**src/rtl/div_pkg.sv**
```systemverilog
// Shared types and constants for the iterative restoring divider.
package div_pkg;

    typedef enum logic [1:0] {
        DIV_IDLE = 2'd0,
        DIV_BUSY = 2'd1,
        DIV_DONE = 2'd2
    } divState_t;

    localparam int unsigned DIV_WIDTH = 32;

    // Architectural result for a zero divisor: quotient all ones.
    localparam logic [DIV_WIDTH-1:0] DIV0_Q = '1;

endpackage

```
**src/rtl/div_ctrl_if.sv**
```systemverilog
// Execute-stage divide request/result bundle between pipeline and divider.
interface div_ctrl_if
    import div_pkg::*;
#(
    parameter int unsigned WIDTH = DIV_WIDTH
) ();

    logic             start;
    logic             signed_op;
    logic             cancel;
    logic [WIDTH-1:0] a;
    logic [WIDTH-1:0] b;
    logic             stall_div;
    logic             ready;
    logic [WIDTH-1:0] quotient;
    logic [WIDTH-1:0] remainder;

    modport master (
        output start, signed_op, cancel, a, b,
        input  stall_div, ready, quotient, remainder
    );

    modport slave (
        input  start, signed_op, cancel, a, b,
        output stall_div, ready, quotient, remainder
    );

endinterface

```
**src/rtl/div_step.sv**
```systemverilog
// One radix-2 restoring iteration: shift, trial-subtract, keep or restore.
module div_step
    import div_pkg::*;
#(
    parameter int unsigned WIDTH = DIV_WIDTH
) (
    input  logic [WIDTH-1:0] rem,
    input  logic [WIDTH-1:0] dividend,
    input  logic [WIDTH-1:0] divisor,
    output logic [WIDTH-1:0] rem_next,
    output logic [WIDTH-1:0] dividend_next
);

    logic [WIDTH:0] remSh;
    logic [WIDTH:0] diff;

    always_comb begin
        remSh = {rem, dividend[WIDTH-1]};
        diff  = remSh - {1'b0, divisor};
        // rem < divisor keeps remSh below 2*divisor, so bit WIDTH of diff is the borrow
        if (!diff[WIDTH]) begin
            rem_next      = diff[WIDTH-1:0];
            dividend_next = {dividend[WIDTH-2:0], 1'b1};
        end else begin
            rem_next      = remSh[WIDTH-1:0];
            dividend_next = {dividend[WIDTH-2:0], 1'b0};
        end
    end

endmodule

```
**src/rtl/div_ctrl.sv**
```systemverilog
// DIV/DIVU sequencer: holds the pipeline while div_step iterates, then
// registers sign-corrected quotient (LO) and remainder (HI).
module div_ctrl
    import div_pkg::*;
#(
    parameter int unsigned WIDTH = DIV_WIDTH,
    parameter int unsigned CNT_W = 6
) (
    input logic       clk,
    input logic       rst,
    div_ctrl_if.slave bus
);

    divState_t        state;
    divState_t        stateNext;
    logic [CNT_W-1:0] cnt;
    logic [WIDTH-1:0] remReg;
    logic [WIDTH-1:0] dvdReg;
    logic [WIDTH-1:0] dvsReg;
    logic             signQ;
    logic             signR;
    logic [WIDTH-1:0] qReg;
    logic [WIDTH-1:0] rReg;
    logic             stallDiv;
    logic             readyOut;

    logic             aNeg;
    logic             bNeg;
    logic [WIDTH-1:0] absA;
    logic [WIDTH-1:0] absB;
    logic [WIDTH-1:0] stepRem;
    logic [WIDTH-1:0] stepDvd;
    logic             lastStep;

    assign aNeg     = bus.signed_op & bus.a[WIDTH-1];
    assign bNeg     = bus.signed_op & bus.b[WIDTH-1];
    assign absA     = aNeg ? -bus.a : bus.a;
    assign absB     = bNeg ? -bus.b : bus.b;
    assign lastStep = (cnt == CNT_W'(WIDTH - 1));

    div_step #(.WIDTH(WIDTH)) uStep (
        .rem          (remReg),
        .dividend     (dvdReg),
        .divisor      (dvsReg),
        .rem_next     (stepRem),
        .dividend_next(stepDvd)
    );

    always_comb begin
        stateNext = state;
        stallDiv  = 1'b0;
        readyOut  = 1'b0;
        unique case (state)
            DIV_IDLE: begin
                if (bus.start) begin
                    stallDiv  = 1'b1;
                    stateNext = (bus.b == '0) ? DIV_DONE : DIV_BUSY;
                end
            end
            DIV_BUSY: begin
                stallDiv = 1'b1;
                if (lastStep) stateNext = DIV_DONE;
            end
            DIV_DONE: begin
                readyOut  = 1'b1;
                stateNext = DIV_IDLE;
            end
            default: stateNext = DIV_IDLE;
        endcase
        if (bus.cancel) begin
            stateNext = DIV_IDLE;
            stallDiv  = 1'b0;
            readyOut  = 1'b0;
        end
    end

    always_ff @(posedge clk) begin
        if (rst) begin
            state  <= DIV_IDLE;
            cnt    <= '0;
            remReg <= '0;
            dvdReg <= '0;
            dvsReg <= '0;
            signQ  <= 1'b0;
            signR  <= 1'b0;
            qReg   <= '0;
            rReg   <= '0;
        end else begin
            state <= stateNext;
            if (!bus.cancel) begin
                unique case (state)
                    DIV_IDLE: begin
                        if (bus.start) begin
                            if (bus.b == '0) begin
                                qReg <= WIDTH'(DIV0_Q);
                                rReg <= bus.a;
                            end else begin
                                remReg <= '0;
                                dvdReg <= absA;
                                dvsReg <= absB;
                                signQ  <= aNeg ^ bNeg;
                                signR  <= aNeg;
                                cnt    <= '0;
                            end
                        end
                    end
                    DIV_BUSY: begin
                        remReg <= stepRem;
                        dvdReg <= stepDvd;
                        cnt    <= cnt + 1'b1;
                        if (lastStep) begin
                            qReg <= signQ ? -stepDvd : stepDvd;
                            rReg <= signR ? -stepRem : stepRem;
                        end
                    end
                    default: ;
                endcase
            end
        end
    end

    assign bus.stall_div = stallDiv;
    assign bus.ready     = readyOut;
    assign bus.quotient  = qReg;
    assign bus.remainder = rReg;

endmodule

```
**src/flat_wrapper.sv**
```systemverilog
// flat-port wrapper written by rule: the top's interface ports become plain ports
module div_ctrl_flat import div_pkg::*;
#(
    parameter int unsigned WIDTH = DIV_WIDTH,
    parameter int unsigned CNT_W = 6
)
  (clk, rst, bus_start, bus_signed_op, bus_cancel, bus_a, bus_b, bus_stall_div, bus_ready, bus_quotient, bus_remainder);
  div_ctrl_if #(.WIDTH(WIDTH)) bus_i ();
  input logic clk;
  input logic rst;
  input wire logic [$bits(bus_i.start)-1:0] bus_start;
  input wire logic [$bits(bus_i.signed_op)-1:0] bus_signed_op;
  input wire logic [$bits(bus_i.cancel)-1:0] bus_cancel;
  input wire logic [$bits(bus_i.a)-1:0] bus_a;
  input wire logic [$bits(bus_i.b)-1:0] bus_b;
  output wire logic [$bits(bus_i.stall_div)-1:0] bus_stall_div;
  output wire logic [$bits(bus_i.ready)-1:0] bus_ready;
  output wire logic [$bits(bus_i.quotient)-1:0] bus_quotient;
  output wire logic [$bits(bus_i.remainder)-1:0] bus_remainder;
  assign bus_i.start = bus_start;
  assign bus_i.signed_op = bus_signed_op;
  assign bus_i.cancel = bus_cancel;
  assign bus_i.a = bus_a;
  assign bus_i.b = bus_b;
  assign bus_stall_div = bus_i.stall_div;
  assign bus_ready = bus_i.ready;
  assign bus_quotient = bus_i.quotient;
  assign bus_remainder = bus_i.remainder;
  div_ctrl #(.WIDTH(WIDTH), .CNT_W(CNT_W)) u_core (.clk(clk), .rst(rst), .bus(bus_i));
endmodule
```
**config.mk**
```make
export PLATFORM = sky130hd
export DESIGN_NAME = div_ctrl_flat
export DESIGN_NICKNAME = d
export VERILOG_FILES = /design/src/rtl/div_pkg.sv /design/src/rtl/div_ctrl_if.sv /design/src/rtl/div_step.sv /design/src/rtl/div_ctrl.sv /design/src/flat_wrapper.sv
export SDC_FILE = /design/constraint.sdc
export NUM_CORES = 1
export LEC_CHECK = 0
export ABC_AREA = 0
export CAP_MARGIN = 15
export CORE_MARGIN = 3
export CORE_UTILIZATION = 64
export CTS_BUF_LIST = sky130_fd_sc_hd__clkbuf_8
export DETAILED_ROUTE_END_ITERATION = 16
export PLACE_DENSITY = 0.86
export SETUP_SLACK_MARGIN = 0.4
export SYNTH_ARGS = -nofsm -noshare
export SYNTH_HDL_FRONTEND = slang
export SYNTH_SLANG_ARGS = --single-unit
```
**constraint.sdc**
```tcl
create_clock -name clk -period 12 [get_ports clk]
set_input_delay 1.8 -clock clk [delete_from_list [all_inputs] [get_ports clk]]
set_output_delay 1.8 -clock clk [all_outputs]
set_load 0.01 [all_outputs]
```
==> results.ini <==
[status]
run_status = complete, no violations

[critical_path]
cp_capture_type = register
critical_path.max_stage_delay_ns = 0.94
rr_worst_depth = 19
cpLargestDelayFamily = simple AND/OR/NAND/NOR gates
path_class = in2reg
crit_buf_inv = 1
timing.critical_path.depth = 12
crit_slowest_cell = sky130_fd_sc_hd__nor2_2
worstPathCellList = clkdlybuf4s50_1 > or4_4 > nor4_4 > nand3_2 > nor3_2 > and3_1 > a21oi_2 > or3_1 > nor2_2 > nand2_1 > mux2_4 > a21oi_2
worst_path_most_repeated_cell = sky130_fd_sc_hd__a21oi_2
worstSetupStartpointType = primary input
critPathRequiredTime_ns = 12.40
arrival_ns = 6.24
cp_max_fo = 22

[detailed_routing]
drc_errors = 0
detail_route.wl_per_cell_um = 17.57
drt_first_iter_violations = 1098
detailedRoute.firstPassIterationCount = 6
vias_per_cell = 6.359
vias = 12050
final_antenna_net_count = 0
wl_um = 33290

[clock_network]
cts_num_sinks = 170
ctsRootBufferMaster = sky130_fd_sc_hd__clkbuf_8
cts-resized-gates = 0
clkSlewWorstSetupHoldPaths_ns = 0.11
worst_skew_pair.late_latency_ns = 0.48
clk_path_buf_depth = 2
numCtsBuffers = 17
ctsHoldBuffers = 0
post_cts_buffers = 0
cts_tree = done
cts_max_level = 4

[die]
die-width_um = 142.5
initial_core_util = 0.6569
die_y_um = 142.5
num_io_pins = 135
design.die.area_mm2 = 0.02030
std_cell_rows = 49
core_region_area_mm2 = 0.01815

[cells_and_area]
area_growth_pct = 13.96
fin_nets = 1759
layout.cells.most_common_list = sky130_fd_sc_hd__nor2_1, sky130_fd_sc_hd__dfxtp_1, sky130_fd_sc_hd__nand2_1
layout.cells.most_common = sky130_fd_sc_hd__nor2_1
layout-drive-gt1-share = 0.05886

[synth]
seq_area_frac_synth = 0.2855
unique_masters_post_synth = 87
synth-async-reset-ratio = 0
postSynth.topFlopCell = sky130_fd_sc_hd__dfxtp_1
syn-mean-instance-area_um2 = 7.464
yosysWarnings = 0
synth_edf_count = 0
postSynthCellCount = 1597
nets_in_the_synthesized_netlist = 1704
yosys_register_bits = 170
synthesis.area_mm2 = 0.01192

[sta]
worst_slew_pin_slew_ns = 1.181
worst_slew_margin_rel = 0.2125
finalCriticalPeriod_ns = 5.835
final_min_period_over_clock_period = 0.4862
sum_of_negative_setup_slack_ns = 0
final_max_slew_viol_count = 0
max_freq_mhz = 171.4
final-setup-viol-count = 0
clock_skew_ns = 0.02240
final_hold_viol_count = 0
worst_hold_slack_ns = 0.4617
rsz0062_at_grt = false

[grt]
gr-usage-met2 = 0.5124
grtUsageMet3 = 0.04973
grt_max_degree = 111
gr-total-overflow = 0
antenna_found_initial = 1
global_route_wire_length_before_repair_um = 54450
gr-max-usage-layer = met2
track_usage = 0.3233
first_global_vias = 10850
globalRouteMet1Util = 0.4552

[power_and_ir_drop]
finalPower_uw = 1341
pwr_density_cell_mw_per_mm2 = 98.69
static-leakage-power_uw = 0.005101
peakVddDrop_uv = 98.62

[placement]
io_buffers = 134
dp_hpwl_um = 24300
gp_congestion = 0.9257

[worst_hold_path]
hold-path-cell-count = 2
worst_hold_path_type = reg2reg

[flow_run]
max_cap_violation_count = 0

==> cell type report <==
type	instances	area, µm²
Sequential cell	170	3403
Inverter	56	215.2
Timing Repair Buffer	143	1406
Clock inverter	14	153.9
Tap cell	229	286.5
Fill cell	1472	4563
Multi-Input combinational cell	1264	7869
Clock buffer	18	247.7
Antenna cell	1	2.502
==> sequential cells by signal, indices dropped and copies added (netlist names) <==
register              flops
u_core.signQ              1
u_core.cnt                6
u_core.state              2
u_core.bus.remainder     32
u_core.signR              1
u_core.dvdReg            32
u_core.bus.quotient      32
u_core.dvsReg            32
u_core.remReg            32
==> worst reg2reg max path: cells and delay by family, from the launching register on <==
kind | cells | cell delay (ns)
compound gates | 8 | 2.16
fa+ha+maj | 3 | 0.98
buf+inv | 3 | 0.47
flops | 1 | 0.42
simple gates | 5 | 1.31
==> synth_stat cells, types with 24 or more instances <==
cell | n | area (µm²)
sky130_fd_sc_hd__nor3_1 | 42 | 210.2
sky130_fd_sc_hd__dfxtp_1 | 170 | 3403
sky130_fd_sc_hd__xnor2_1 | 65 | 569.3
sky130_fd_sc_hd__ha_1 | 37 | 462.9
sky130_fd_sc_hd__buf_2 | 24 | 120.1
sky130_fd_sc_hd__inv_1 | 55 | 206.5
sky130_fd_sc_hd__nand3_1 | 32 | 160.2
sky130_fd_sc_hd__o21ai_0 | 70 | 350.3
sky130_fd_sc_hd__nand2_1 | 140 | 525.5
sky130_fd_sc_hd__nor2_1 | 275 | 1032
sky130_fd_sc_hd__a311oi_1 | 31 | 271.5
sky130_fd_sc_hd__xor2_1 | 68 | 595.6
sky130_fd_sc_hd__clkbuf_1 | 79 | 296.5
sky130_fd_sc_hd__a211oi_1 | 84 | 630.6
sky130_fd_sc_hd__a21oi_1 | 129 | 645.6
==> stage by stage <==
stage | instance area [µm²] | setup WS (ns) | utilization | std cells
2_1_floorplan | 11920 | 7.556 | - | 1597
3_5_place_dp | 13180 | 5.810 | 0.7263 | 1862
4_1_cts | 13580 | 6.291 | 0.7484 | 1894
5_1_grt | 13580 | 5.996 | 0.7486 | 1895
3_3_place_gp | 13180 | 5.970 | 0.7263 | 1862
6_report | 13580 | 6.165 | 0.7486 | 1895
==> path summary, 6_finish.rpt <==
path	startpoint	end	slack [ns]
max	bus_b[8]	u_core.bus.remainder[30]	6.17
min	u_core.dvsReg[31]	u_core.dvsReg[31]	0.46
max reg2reg	u_core.dvdReg[31]	u_core.bus.remainder[22]	6.48
min reg2reg	u_core.dvsReg[31]	u_core.dvsReg[31]	0.46
==> cell families (layout without fill, tap and decap cells) <==
kind of cell,count (synthesis),in the layout,share of synthesized area
simple gates,620,620,0.2414
compound gates,451,451,0.2582
mux,22,22,0.02015
xor+xnor,133,133,0.09772
fa+ha+maj,38,38,0.04052
other cells,0,1,0
buf+inv,163,231,0.05647
flops,170,170,0.2855
==> routing by layer <==
| layer | part of all wire | vias to the layer above |
|---|---|---|
| li1 | - | 5849 |
| met4 | 0.025 | 0 |
| met1 | 0.44 | 5585 |
| met5 | 0 | - |
| met2 | 0.46 | 551 |
| met3 | 0.075 | 65 |
==> report_power, final <==
group          leakage [µW]  total, µW  switching, µW  internal, µW
registers           0.00138        604           19.3           585
logic               0.00353        322            195           126
clock network      0.000194        415            253           162
Power figures use the tool's default switching activity.
